[src/rtl/ps2_receptor.sv]
// ps2_receptor
//   PS/2 keyboard serial receiver. Synchronizes the raw ps2c/ps2d lines,
//   debounces ps2c, detects its falling edges and assembles 11-bit frames
//   (start, 8 data bits LSB first, odd parity, stop). A valid frame updates
//   byte_dato and pulses scan_done_tick for one cycle. A parity error, a stop
//   error or a stalled frame pulses frame_err instead.
//
// Ports
//   clk_Nexys      in   system clock (100 MHz), rising edge
//   Reset          in   asynchronous, active-high reset
//   ps2c           in   raw PS/2 clock (asynchronous)
//   ps2d           in   raw PS/2 data  (asynchronous)
//   rx_en          in   allows a new frame to start
//   byte_dato      out  last valid received byte (registered)
//   scan_done_tick out  one-cycle pulse, byte_dato is new
//   frame_err      out  one-cycle pulse on parity/stop error or timeout
//   busy           out  high while a frame is in progress
module ps2_receptor #(
    parameter int unsigned FILTER_LEN  = 8,
    parameter int unsigned TIMEOUT_CYC = 200000
) (
    input  logic       clk_Nexys,
    input  logic       Reset,
    input  logic       ps2c,
    input  logic       ps2d,
    input  logic       rx_en,
    output logic [7:0] byte_dato,
    output logic       scan_done_tick,
    output logic       frame_err,
    output logic       busy
);

    localparam int unsigned TW = (TIMEOUT_CYC > 2) ? $clog2(TIMEOUT_CYC) : 1;
    localparam logic [TW-1:0] TOUT_LAST = TW'(TIMEOUT_CYC - 1);
    localparam logic [TW-1:0] TOUT_ONE  = TW'(1);

    typedef enum logic [1:0] {
        idle,
        dps,
        load
    } state_t;

    // input conditioning
    logic                  c_meta, c_sync, d_meta, d_sync;
    logic [FILTER_LEN-1:0] filt_reg;
    logic                  filt_val, filt_next;
    logic                  fall_edge;

    // receiver state
    state_t        state_reg, state_next;
    logic [9:0]    b_reg, b_next, shift_in;
    logic [3:0]    n_reg, n_next;
    logic [TW-1:0] tout_reg, tout_next;
    logic [7:0]    byte_next;
    logic          tick_next, err_next;

    always_ff @(posedge clk_Nexys or posedge Reset) begin
        if (Reset) begin
            c_meta   <= 1'b1;
            c_sync   <= 1'b1;
            d_meta   <= 1'b1;
            d_sync   <= 1'b1;
            filt_reg <= '1;
            filt_val <= 1'b1;
        end else begin
            c_meta   <= ps2c;
            c_sync   <= c_meta;
            d_meta   <= ps2d;
            d_sync   <= d_meta;
            filt_reg <= {c_sync, filt_reg[FILTER_LEN-1:1]};
            filt_val <= filt_next;
        end
    end

    // Filtered level only moves once the whole window agrees.
    always_comb begin
        filt_next = filt_val;
        if (&filt_reg) begin
            filt_next = 1'b1;
        end else if (~|filt_reg) begin
            filt_next = 1'b0;
        end
    end

    assign fall_edge = filt_val & ~filt_next;

    always_ff @(posedge clk_Nexys or posedge Reset) begin
        if (Reset) begin
            state_reg      <= idle;
            b_reg          <= '0;
            n_reg          <= '0;
            tout_reg       <= '0;
            byte_dato      <= '0;
            scan_done_tick <= 1'b0;
            frame_err      <= 1'b0;
        end else begin
            state_reg      <= state_next;
            b_reg          <= b_next;
            n_reg          <= n_next;
            tout_reg       <= tout_next;
            byte_dato      <= byte_next;
            scan_done_tick <= tick_next;
            frame_err      <= err_next;
        end
    end

    // The frame is judged on the stop-bit edge from the incoming shift value,
    // so byte_dato and the pulse register together and appear during load.
    always_comb begin
        state_next = state_reg;
        b_next     = b_reg;
        n_next     = n_reg;
        tout_next  = tout_reg;
        byte_next  = byte_dato;
        tick_next  = 1'b0;
        err_next   = 1'b0;
        shift_in   = {d_sync, b_reg[9:1]};

        case (state_reg)
            idle: begin
                tout_next = '0;
                if (fall_edge && rx_en && !d_sync) begin
                    state_next = dps;
                    n_next     = '0;
                end
            end
            dps: begin
                if (fall_edge) begin
                    b_next    = shift_in;
                    n_next    = n_reg + 4'd1;
                    tout_next = '0;
                    if (n_reg == 4'd9) begin
                        state_next = load;
                        if (shift_in[9] && (^shift_in[8:0])) begin
                            byte_next = shift_in[7:0];
                            tick_next = 1'b1;
                        end else begin
                            err_next = 1'b1;
                        end
                    end
                end else if (tout_reg == TOUT_LAST) begin
                    state_next = idle;
                    err_next   = 1'b1;
                end else begin
                    tout_next = tout_reg + TOUT_ONE;
                end
            end
            load: begin
                state_next = idle;
                tout_next  = '0;
            end
            default: begin
                state_next = idle;
            end
        endcase
    end

    assign busy = (state_reg != idle);

endmodule

[config.mk]
export PLATFORM = sky130hd
export DESIGN_NAME = ps2_receptor
export DESIGN_NICKNAME = d
export VERILOG_FILES = /design/src/rtl/ps2_receptor.sv
export SDC_FILE = /design/constraint.sdc
export NUM_CORES = 1
export LEC_CHECK = 0
export CAP_MARGIN = 5
export CORE_MARGIN = 2
export CORE_UTILIZATION = 50
export DETAILED_ROUTE_END_ITERATION = 7
export PLACE_DENSITY = 0.8
export SLEW_MARGIN = 0
export SYNTH_ARGS = -nofsm -noshare
export SYNTH_HDL_FRONTEND = slang
export SYNTH_SLANG_ARGS = --single-unit
[constraint.sdc]
create_clock -name clk_Nexys -period 3.3 [get_ports clk_Nexys]
set_clock_uncertainty 0.15 [all_clocks]
set_input_delay 0.66 -clock clk_Nexys [delete_from_list [all_inputs] [get_ports clk_Nexys]]
set_output_delay 0.66 -clock clk_Nexys [all_outputs]
set_load 0.02 [all_outputs]
==> flow_metrics.py <==
metrics = {
    "pwr": {
        "total_power_uw": 1260,
        "leakagePower_uw": 0.00130,
        "power.density_nw_per_um2": 431,
        "ir_drop_mv": 0.270,
    },
    "cells_and_area": {
        "nets": 246,
        "drive_above_1_share_pct": 20.1,
        "largest_register_ffs": 18,
        "n_antenna_cell": 0,
        "nFillCells": 408,
        "area_delta_synth_final_pct": 12.8,
        "utilization_pct": 57.9,
    },
    "worst_setup_path": {
        "critPathKind": "reg2reg",
        "worstPathRequired_ns": 3.34,
        "crit_fanout": 15,
        "critPathArrivalTime_ns": 2.62,
        "cp-end-kind": "flop",
        "cp-start-kind": "flop",
    },
    "global_routing": {
        "grt_pass1_vias": 1768,
        "grt_max_degree": 22,
        "track_usage_pct": 18.5,
        "grt_pass1_wl_mm": 8.42,
        "antenna_found_initial": 0,
        "globalRouteOverflowTotal": 0,
    },
    "logic_synthesis": {
        "avgSynthCellArea_sq_um": 11.8,
        "synth_area_sq_um": 2590,
        "ys_types": 43,
        "synthCells": 219,
        "synth_area_leader_cell": "dfrtp_1",
        "synth_top_area_share_pct": 41.5,
        "synth.area.top_cells": "dfrtp_1, dfstp_2, mux2_2",
        "synth.net_count": 227,
        "synth-seq-cells": 56,
        "yosysWarnings": 0,
        "synth_edf_count": 0,
        "yosysSeqAreaShare_pct": 54.7,
        "synth_most_common_cell": "dfrtp_1",
        "synthTopCellsByCount": "dfrtp_1, mux2_2, dfstp_2, o21ai_0",
        "ys_dominant_reg_cell": "dfrtp_1",
        "ys_async_sr_fraction_pct": 100,
    },
    "cts": {
        "cts_tree": "done",
        "clock_sinks": 56,
        "postCtsSetupRepairBufs": 0,
        "cts-root-buf": "clkbuf_8",
        "clkTransAtPathRegs_ns": 0.10,
        "postCtsHoldBufs": 0,
        "ctsResizeCount": 0,
        "ctsHtreeMaxLevel": 2,
        "cts_buffers": 5,
        "cts_buffer_depth": 2,
        "clk_latency_ns": 0.31,
    },
    "die": {
        "pin_count": 16,
        "die_w_um": 76.0,
        "initial_utilization_pct": 51.4,
        "row_count": 26,
        "core-area_sq_um": 5040,
        "die_y_um": 76.0,
        "dieArea_sq_um": 5770,
    },
    "outcome": {
        "status": "finished clean",
    },
    "timing": {
        "rsz0062_at_grt": "no",
        "period_share_pct": 77.9,
        "period_minus_slack_ns": 2.57,
        "holdWs_ns": 0.210,
        "maxSlewHeadroom_pct": 55.8,
        "finalHoldViolations": 0,
        "setup_viol": 0,
        "worst_pin_slew_ns": 0.658,
        "slew_violations": 0,
        "setup-tns-final_ns": 0,
        "max_freq_mhz": 389,
    },
    "min_path": {
        "hold_class": "reg2reg",
    },
    "detailed_routing": {
        "vias_per_cell": 5.81,
        "avgRoutedWirePerCell_um": 15.9,
        "first_iter_violations": 105,
        "via_count": 1796,
        "detail-route-antenna-nets": 0,
        "drt_wl_total_mm": 4.92,
        "firstDrtPassIters": 4,
        "drc": 0,
    },
    "placement": {
        "port_buffers": 15,
        "hpwl_mm": 3.21,
        "place.gp.congestion": 0.845,
    },
    "flow_run": {
        "drv_cap": 0,
    },
}
==> cells by family (layout without fill, tap and decap cells) <==
logic type	after synthesis	after routing	synth area share (%)
AND/OR/NAND/NOR	80	80	20.0
flip-flops	56	56	54.7
AO/OA/AOI/OAI	38	38	9.76
multiplexers	16	16	6.96
adder cells (fa/ha/maj)	3	3	1.45
XOR/XNOR	14	14	5.27
buffers and inverters	12	32	1.84
==> power breakdown <==
part | internal, uW | switching [uW] | total (uW)
combinational | 36.8 | 43.1 | 79.9
clock | 172 | 226 | 398
sequential | 732 | 50.1 | 782
total | 941 | 319 | 1260
==> layer usage <==
metal  GRT usage, %  part of all wire (%)  wire length (um)  vias up
li1               -                     -                 -      848
met1           23.8                    45              2240      899
met2           30.4                    48              2370       36
met3           3.79                   4.0               195       13
met4           8.00                   2.3               115        0
met5              0                     0                 0        -
==> area by class of cell <==
class                      count  area [sq um]  area share [%]
sequential                    56          1420            48.5
inverter                       6          22.5           0.771
clock buffer                   6          82.6            2.83
multi-input combinational    151          1120            38.5
timing repair buffer          18           173            5.91
tap                           70          87.6            3.00
clock inverter                 2          13.8           0.471
==> per-stage QoR <==
stage	setup slack (ns)	cell area, sq um	cells
final	0.728	2920	309
after global routing	0.473	2920	309
after CTS	0.767	2920	309
after detailed placement	0.789	2830	301
after global placement	0.860	2830	301
after floorplan	1.14	2590	219
==> critical path, stage by stage, from the launching register on <==
cell     delay [ns]
dfrtp_1        0.48
nor4b_1        0.50
nand3_1        0.37
o21ai_2        0.56
nor4_1         0.11
a211o_1        0.29
==> final timing paths <==
kind                            slack [ns]              to  depth (start not counted)   startpoint
max in group asynchronous             1.85     filt_reg[2]                          3        Reset
worst max register to register        0.73    tout_reg[15]                          5  tout_reg[6]
worst min register to register        0.21          d_sync                          0       d_meta
worst max-delay path                  0.73    tout_reg[15]                          5  tout_reg[6]
worst min-delay path                  0.21          d_sync                          0       d_meta
min in group asynchronous             0.49  scan_done_tick                          2        Reset
==> layout by cell type, fill, tap and decap left out, types with 2 or more instances in the layout <==
master           count
nor4b_1              2
dfrtp_1             43
or3_1                8
and4_1               5
and3_1               5
nor2_1               9
nand4_1              5
inv_1                5
nand3b_1             2
nand3_1             12
ha_1                 3
o21ai_0             13
clkdlybuf4s50_1     15
nor4_1               4
o21ai_2              2
xnor2_1              6
a21oi_1              6
mux2_1               2
nor3_1               4
clkbuf_8             6
or2_2                2
xor2_1               7
buf_4                3
mux2_2              14
a211o_1              4
nor4_4               3
dfstp_2             13
nand2_1             12
nor2b_1              2
a32o_1               2
o211ai_1             4
(Power assumes the default switching activity.)
==> RTL edit 1: new RTL, same settings <==
Re-encode `state_t` (3 states) as one-hot, 3 bits wide.
--- a/src/rtl/ps2_receptor.sv
+++ b/src/rtl/ps2_receptor.sv
@@ -34,10 +34,10 @@
     localparam logic [TW-1:0] TOUT_LAST = TW'(TIMEOUT_CYC - 1);
     localparam logic [TW-1:0] TOUT_ONE  = TW'(1);
 
-    typedef enum logic [1:0] {
-        idle,
-        dps,
-        load
+    typedef enum logic [2:0] {
+        idle = 3'b001,
+        dps  = 3'b010,
+        load = 3'b100
     } state_t;
 
     // input conditioning
Function: same outputs for any inputs over 10 cycles, from zero or initial values and one cycle with Reset high; not proved beyond that.
==> RTL edit 1 against the original RTL <==
Synthesized area grew 0.68%; via count fell by 1.0%; wire length is 4.7% higher; worst setup slack worse by 0.071 ns; sequential cell count rose by 1; design area is 4.5% higher; synthesized cell count rose by 4.1%; first-iteration DRC count decreased by 10%.
Power is not compared: it rests on default switching activity, and its combinational part moved more than twofold at a synthesized area within 25%.
==> RTL edit 1: results (changes against the original RTL) <==
| Metric | Value |
|---|---|
| WL per Instance | `15.7 µm (-1.1%)` |
| Gr usage total | `0.199 (+0.0142)` |
| Vias/cell | `5.44 (-6.5%)` |
| Vias in the first global route | `1874 (+6.0%)` |
| Placed cells | `311 (+3.3%)` |
| R2R depth | `6 (+1)` |
| Ratio of cells with drive above 1 in the final layout | `0.237 (+0.0365)` |
| Met2 WL | `2.54 mm (+7.0%)` |
| Status | `completed` |
| XOR/XNOR Fraction of Synth Area | `0.0619 (+0.00924)` |
| DP HPWL | `3.33 mm (+3.7%)` |
| Synth unique cells | `41 (-4.7%)` |
| Routability Congestion | `0.867 (+2.6%)` |
| Mapped Cells | `228 (+4.1%)` |
| Seq/Total Area, Yosys | `0.554 (+0.00640)` |
| DR WL met3 | `166 µm (-15%)` |
| Hold Crit Endpoint | `c_sync$_DFF_PP1_` |
| Mux share of post-synthesis cell area | `0.0849 (+0.0154)` |
| Global-route wire length before repair | `9.06 mm (+7.5%)` |
| Synth warnings | `0 (unchanged)` |
| CP max FO | `4 (-11)` |
| Total CTS buffers | `9 (+4)` |
| M1 WL | `2.37 mm (+5.8%)` |
| Slew HR | `0.530 (-0.0278)` |
| Max reg flops | `18 (unchanged)` |
| CTS HTree Levels | `3 (+1)` |
| Top cells by area, synth | `dfrtp_1 (41%), dfstp_2 (14%), mux2_4 (4.6%), xnor2_1 (4.4%), mux2_2 (3.9%)` |
| Port buffer count | `15 (unchanged)` |
| Syn nets | `236 (+4.0%)` |
| Commonest cells in the synthesized netlist | `dfrtp_1 (43), nand2_1 (19), o21ai_0 (18)` |
| Flop2flop setup slack | `1.08 ns (+0.35 ns)` |
| Finished Layout Cells | `327 (+5.8%)` |
| Fillcell total | `423 (+3.7%)` |
| Top cell type's share of synthesized area | `0.413 (-0.00279)` |
| Reg2reg start | `filt_reg[5]$_DFF_PP1_` |
| Reg-to-reg critical path endpoint | `byte_dato[0]$_DFFE_PP0P_` |
## RTL edit 1: logic make-up after synthesis
logic type / Yosys count
buffers and inverters: 13
multiplexers: 17
AND/OR/NAND/NOR: 86
XOR/XNOR: 16
AO/OA/AOI/OAI: 36
flip-flops: 57
adder cells (fa/ha/maj): 3
## RTL edit 1: layer usage
metal	up-vias	global-route usage
met2	28	0.320
met1	878	0.258
met3	9	0.0462
met4	0	0.0873
met5	-	0
li1	863	-
## RTL edit 1: layout make-up
| class | instances | area share |
|---|---|---|
| clock buffer | 9 | 0.0406 |
| multi-input combinational | 158 | 0.364 |
| inverter | 7 | 0.00860 |
| clock inverter | 7 | 0.0262 |
| sequential | 57 | 0.473 |
| tap | 70 | 0.0287 |
| timing repair buffer | 19 | 0.0590 |
## RTL edit 1: worst max path at each step
stage / start / endpoint / slack, ns / cells past startpoint
after CTS: state_reg[0]$_DFFE_PP1P_ / busy / 0.65 / 3
after global routing: state_reg[0]$_DFFE_PP1P_ / busy / 0.58 / 3
final: state_reg[0]$_DFFE_PP1P_ / busy / 0.66 / 3
after floorplan: Reset / b_reg[1]$_DFFE_PP0P_ / 1.11 / 1
after detailed placement: state_reg[0]$_DFFE_PP1P_ / busy / 1.03 / 3
after global placement: state_reg[0]$_DFFE_PP1P_ / busy / 1.06 / 3
## RTL edit 1: where the power goes
| group | internal (mW) | switching, mW |
|---|---|---|
| sequential | 0.715 | 0.00851 |
| combinational | 0.00811 | 0.0171 |
| clock | 0.354 | 0.303 |
| total | 1.08 | 0.329 |
## RTL edit 1: worst max-delay path: stages (launching register included)
cell	delay, ns
dfstp_2	0.55
nor3b_2	0.29
inv_1	0.11
clkdlybuf4s50_1	0.55
## RTL edit 1: through the flow
stage | hold WS (ns) | total power [mW] | instance area, µm² | worst slack, ns
detailed placement | 0.198 | 0.761 | 2850 | 1.03
global placement | 0.196 | 0.760 | 2850 | 1.06
finish | 0.210 | 1.41 | 3050 | 0.656
floorplan | 0.195 | 0.747 | 2610 | 1.11
global route | 0.215 | 1.45 | 3050 | 0.578
CTS | 0.210 | 1.41 | 3050 | 0.648
==> RTL edit 2: new RTL, same flow settings <==
Without the edit above. Change the parameter `FILTER_LEN` from 8 to 16.
--- a/src/rtl/ps2_receptor.sv
+++ b/src/rtl/ps2_receptor.sv
@@ -16,7 +16,7 @@
 //   frame_err      out  one-cycle pulse on parity/stop error or timeout
 //   busy           out  high while a frame is in progress
 module ps2_receptor #(
-    parameter int unsigned FILTER_LEN  = 8,
+    parameter int unsigned FILTER_LEN  = 16,
     parameter int unsigned TIMEOUT_CYC = 200000
 ) (
     input  logic       clk_Nexys,
Check against the original RTL: no difference found for any inputs over 10 cycles, from zero or initial values and one cycle with Reset high; that may be too few to reach the edited logic, so the function may still have changed.
==> RTL edit 2 against the original RTL <==
Count of clock-buffer cells in the layout is 10 higher; maximum frequency is 8.1% lower; sequential cell count is 8 higher; synthesized area is 12% higher; worst setup slack worse by 0.23 ns; wire length is 15% higher; synthesized cell count is 14% higher; design area is 14% higher; critical path type unchanged.
Power is not compared: it rests on default switching activity, and its combinational part moved more than twofold at a synthesized area within 25%.
==> RTL edit 2: results (changes against the original RTL) <==
| Metric | Value |
|---|---|
| Syn nets | `257 (+13%)` |
| Worst vdd ir | `between 0.3 and 0.4 mV` |
| Initial antenna violation count | `0 (unchanged)` |
| Buffer count from post-CTS setup fixing | `0 (unchanged)` |
| Seq/Total Area, Yosys | `0.561 (+0.0134)` |
| Worst min path class | `reg2reg` |
| 1st-iter DRT viols | `208 (+98%)` |
| Top cells by area, synth | `dfrtp_1 (37%), dfstp_2 (19%), mux2_2 (7.0%), nand2_1 (2.6%), nand4_1 (2.4%)` |
| Synth unique cells | `51 (+19%)` |
| Port buffer count | `15 (unchanged)` |
| Status | `completed` |
| Maxcap violations | `0 (unchanged)` |
| Slew HR | `0.537 (-0.0211)` |
| Crit. Startpoint | `filt_reg[1]$_DFF_PP1_` |
| Post-synthesis adder-cell area fraction | `0.0129 (-0.00156)` |
| Commonest cells in the synthesized netlist | `dfrtp_1 (43), dfstp_2 (21), nand2_1 (20)` |
| Gr usage total | `0.200 (+0.0150)` |
| Post-CTS resize count | `0 (unchanged)` |
| XOR/XNOR Fraction of Synth Area | `0.0246 (-0.0281)` |
| CTS HTree Levels | `3 (+1)` |
| Ratio of cells with drive above 1 in the final layout | `0.215 (+0.0137)` |
| Vias after detailed routing | `2098 (+17%)` |
| Routed WL | `5.66 mm (+15%)` |
| Nets | `278 (+13%)` |
| Total CTS buffers | `9 (+4)` |
| Mux share of post-synthesis cell area | `0.0780 (+0.00845)` |
| Vias in the first global route | `2025 (+15%)` |
| Max reg flops | `18 (unchanged)` |
| Setup TNS | `0 ns (unchanged)` |
| DP HPWL | `3.87 mm (+21%)` |
| P_leak | `roughly 1.4 nW` |
| Hold Startpoint | `c_meta$_DFF_PP1_` |
| Fillcell total | `446 (+9.3%)` |
| Drt pass-1 iters | `4 (unchanged)` |
| Worst-Skew Late Latency | `0.33 ns (+0.02 ns)` |
| Routability Congestion | `0.886 (+4.9%)` |
| Diodes inserted | `0 (unchanged)` |
| Synth warnings | `0 (unchanged)` |
| Clk slew on worst S/H paths | `0.07 ns (-0.03 ns)` |
| Synth Area in Compound Gates | `0.117 (+0.0197)` |
| Global-route wire length before repair | `9.76 mm (+16%)` |
| Clock Path Buffers | `2 (unchanged)` |
| Pin count of the biggest net entering global routing | `35 (+59%)` |
| Root Buffer | `clkbuf_8` |
| Post-synth ARST share | `1.00 (unchanged)` |
| CP max FO | `13 (-2)` |
RTL edit 2: power by group:
group | internal [mW] | switching [mW]
Sequential | 0.808 | 0.00984
Combinational | 0.00824 | 0.0170
Clock | 0.356 | 0.276
RTL edit 2: area by class of cell:
class | instances | share of cell area
Multi-Input combinational cell | 170 | 0.365
Inverter | 7 | 0.00787
Sequential cell | 64 | 0.488
Tap cell | 72 | 0.0270
Clock buffer | 16 | 0.0570
Timing Repair Buffer | 18 | 0.0555
RTL edit 2: per-stage QoR:
step                area [µm²]  cells  hold WS (ns)  total power, mW  worst slack [ns]
floorplan                 2900    249         0.195            0.841             0.927
global placement          3150    331         0.196            0.855             0.674
detailed placement        3150    331         0.197            0.857             0.537
CTS                       3340    347         0.206             1.49             0.506
global route              3340    347         0.210             1.53             0.227
finish                    3340    347         0.206             1.47             0.500
RTL edit 2: metal layers:
metal  vias to the layer above  GRT usage  wire, µm
met2                        66      0.295      2610
met3                        10     0.0360       234
met4                         0      0.108       108
li1                        991          -         -
met1                      1031      0.279      2710
met5                         -          0         0
RTL edit 2: path summary, 6_finish.rpt:
path | end | slack, ns | cells past startpoint
worst max-delay path | frame_err$_DFF_PP0_ | 0.50 | 5
worst min register to register | c_sync$_DFF_PP1_ | 0.21 | 0
min in group asynchronous | byte_dato[0]$_DFFE_PP0P_ | 0.59 | 2
worst max register to register | frame_err$_DFF_PP0_ | 0.50 | 5
worst min-delay path | c_sync$_DFF_PP1_ | 0.21 | 0
max in group asynchronous | d_meta$_DFF_PP1_ | 1.74 | 3
RTL edit 2: critical path, cell delays in order (launching register included):
cell and delay [ns]:
dfstp_2 0.38, nor4_1 0.32, and4_1 0.50, and2_1 0.50, nand2_1 0.40, o41ai_1 0.44
RTL edit 2: cell families after synthesis:
| group | Yosys count |
|---|---|
| flip-flops | 64 |
| adder cells (fa/ha/maj) | 3 |
| AO/OA/AOI/OAI | 49 |
| multiplexers | 20 |
| AND/OR/NAND/NOR | 93 |
| buffers and inverters | 15 |
| XOR/XNOR | 5 |
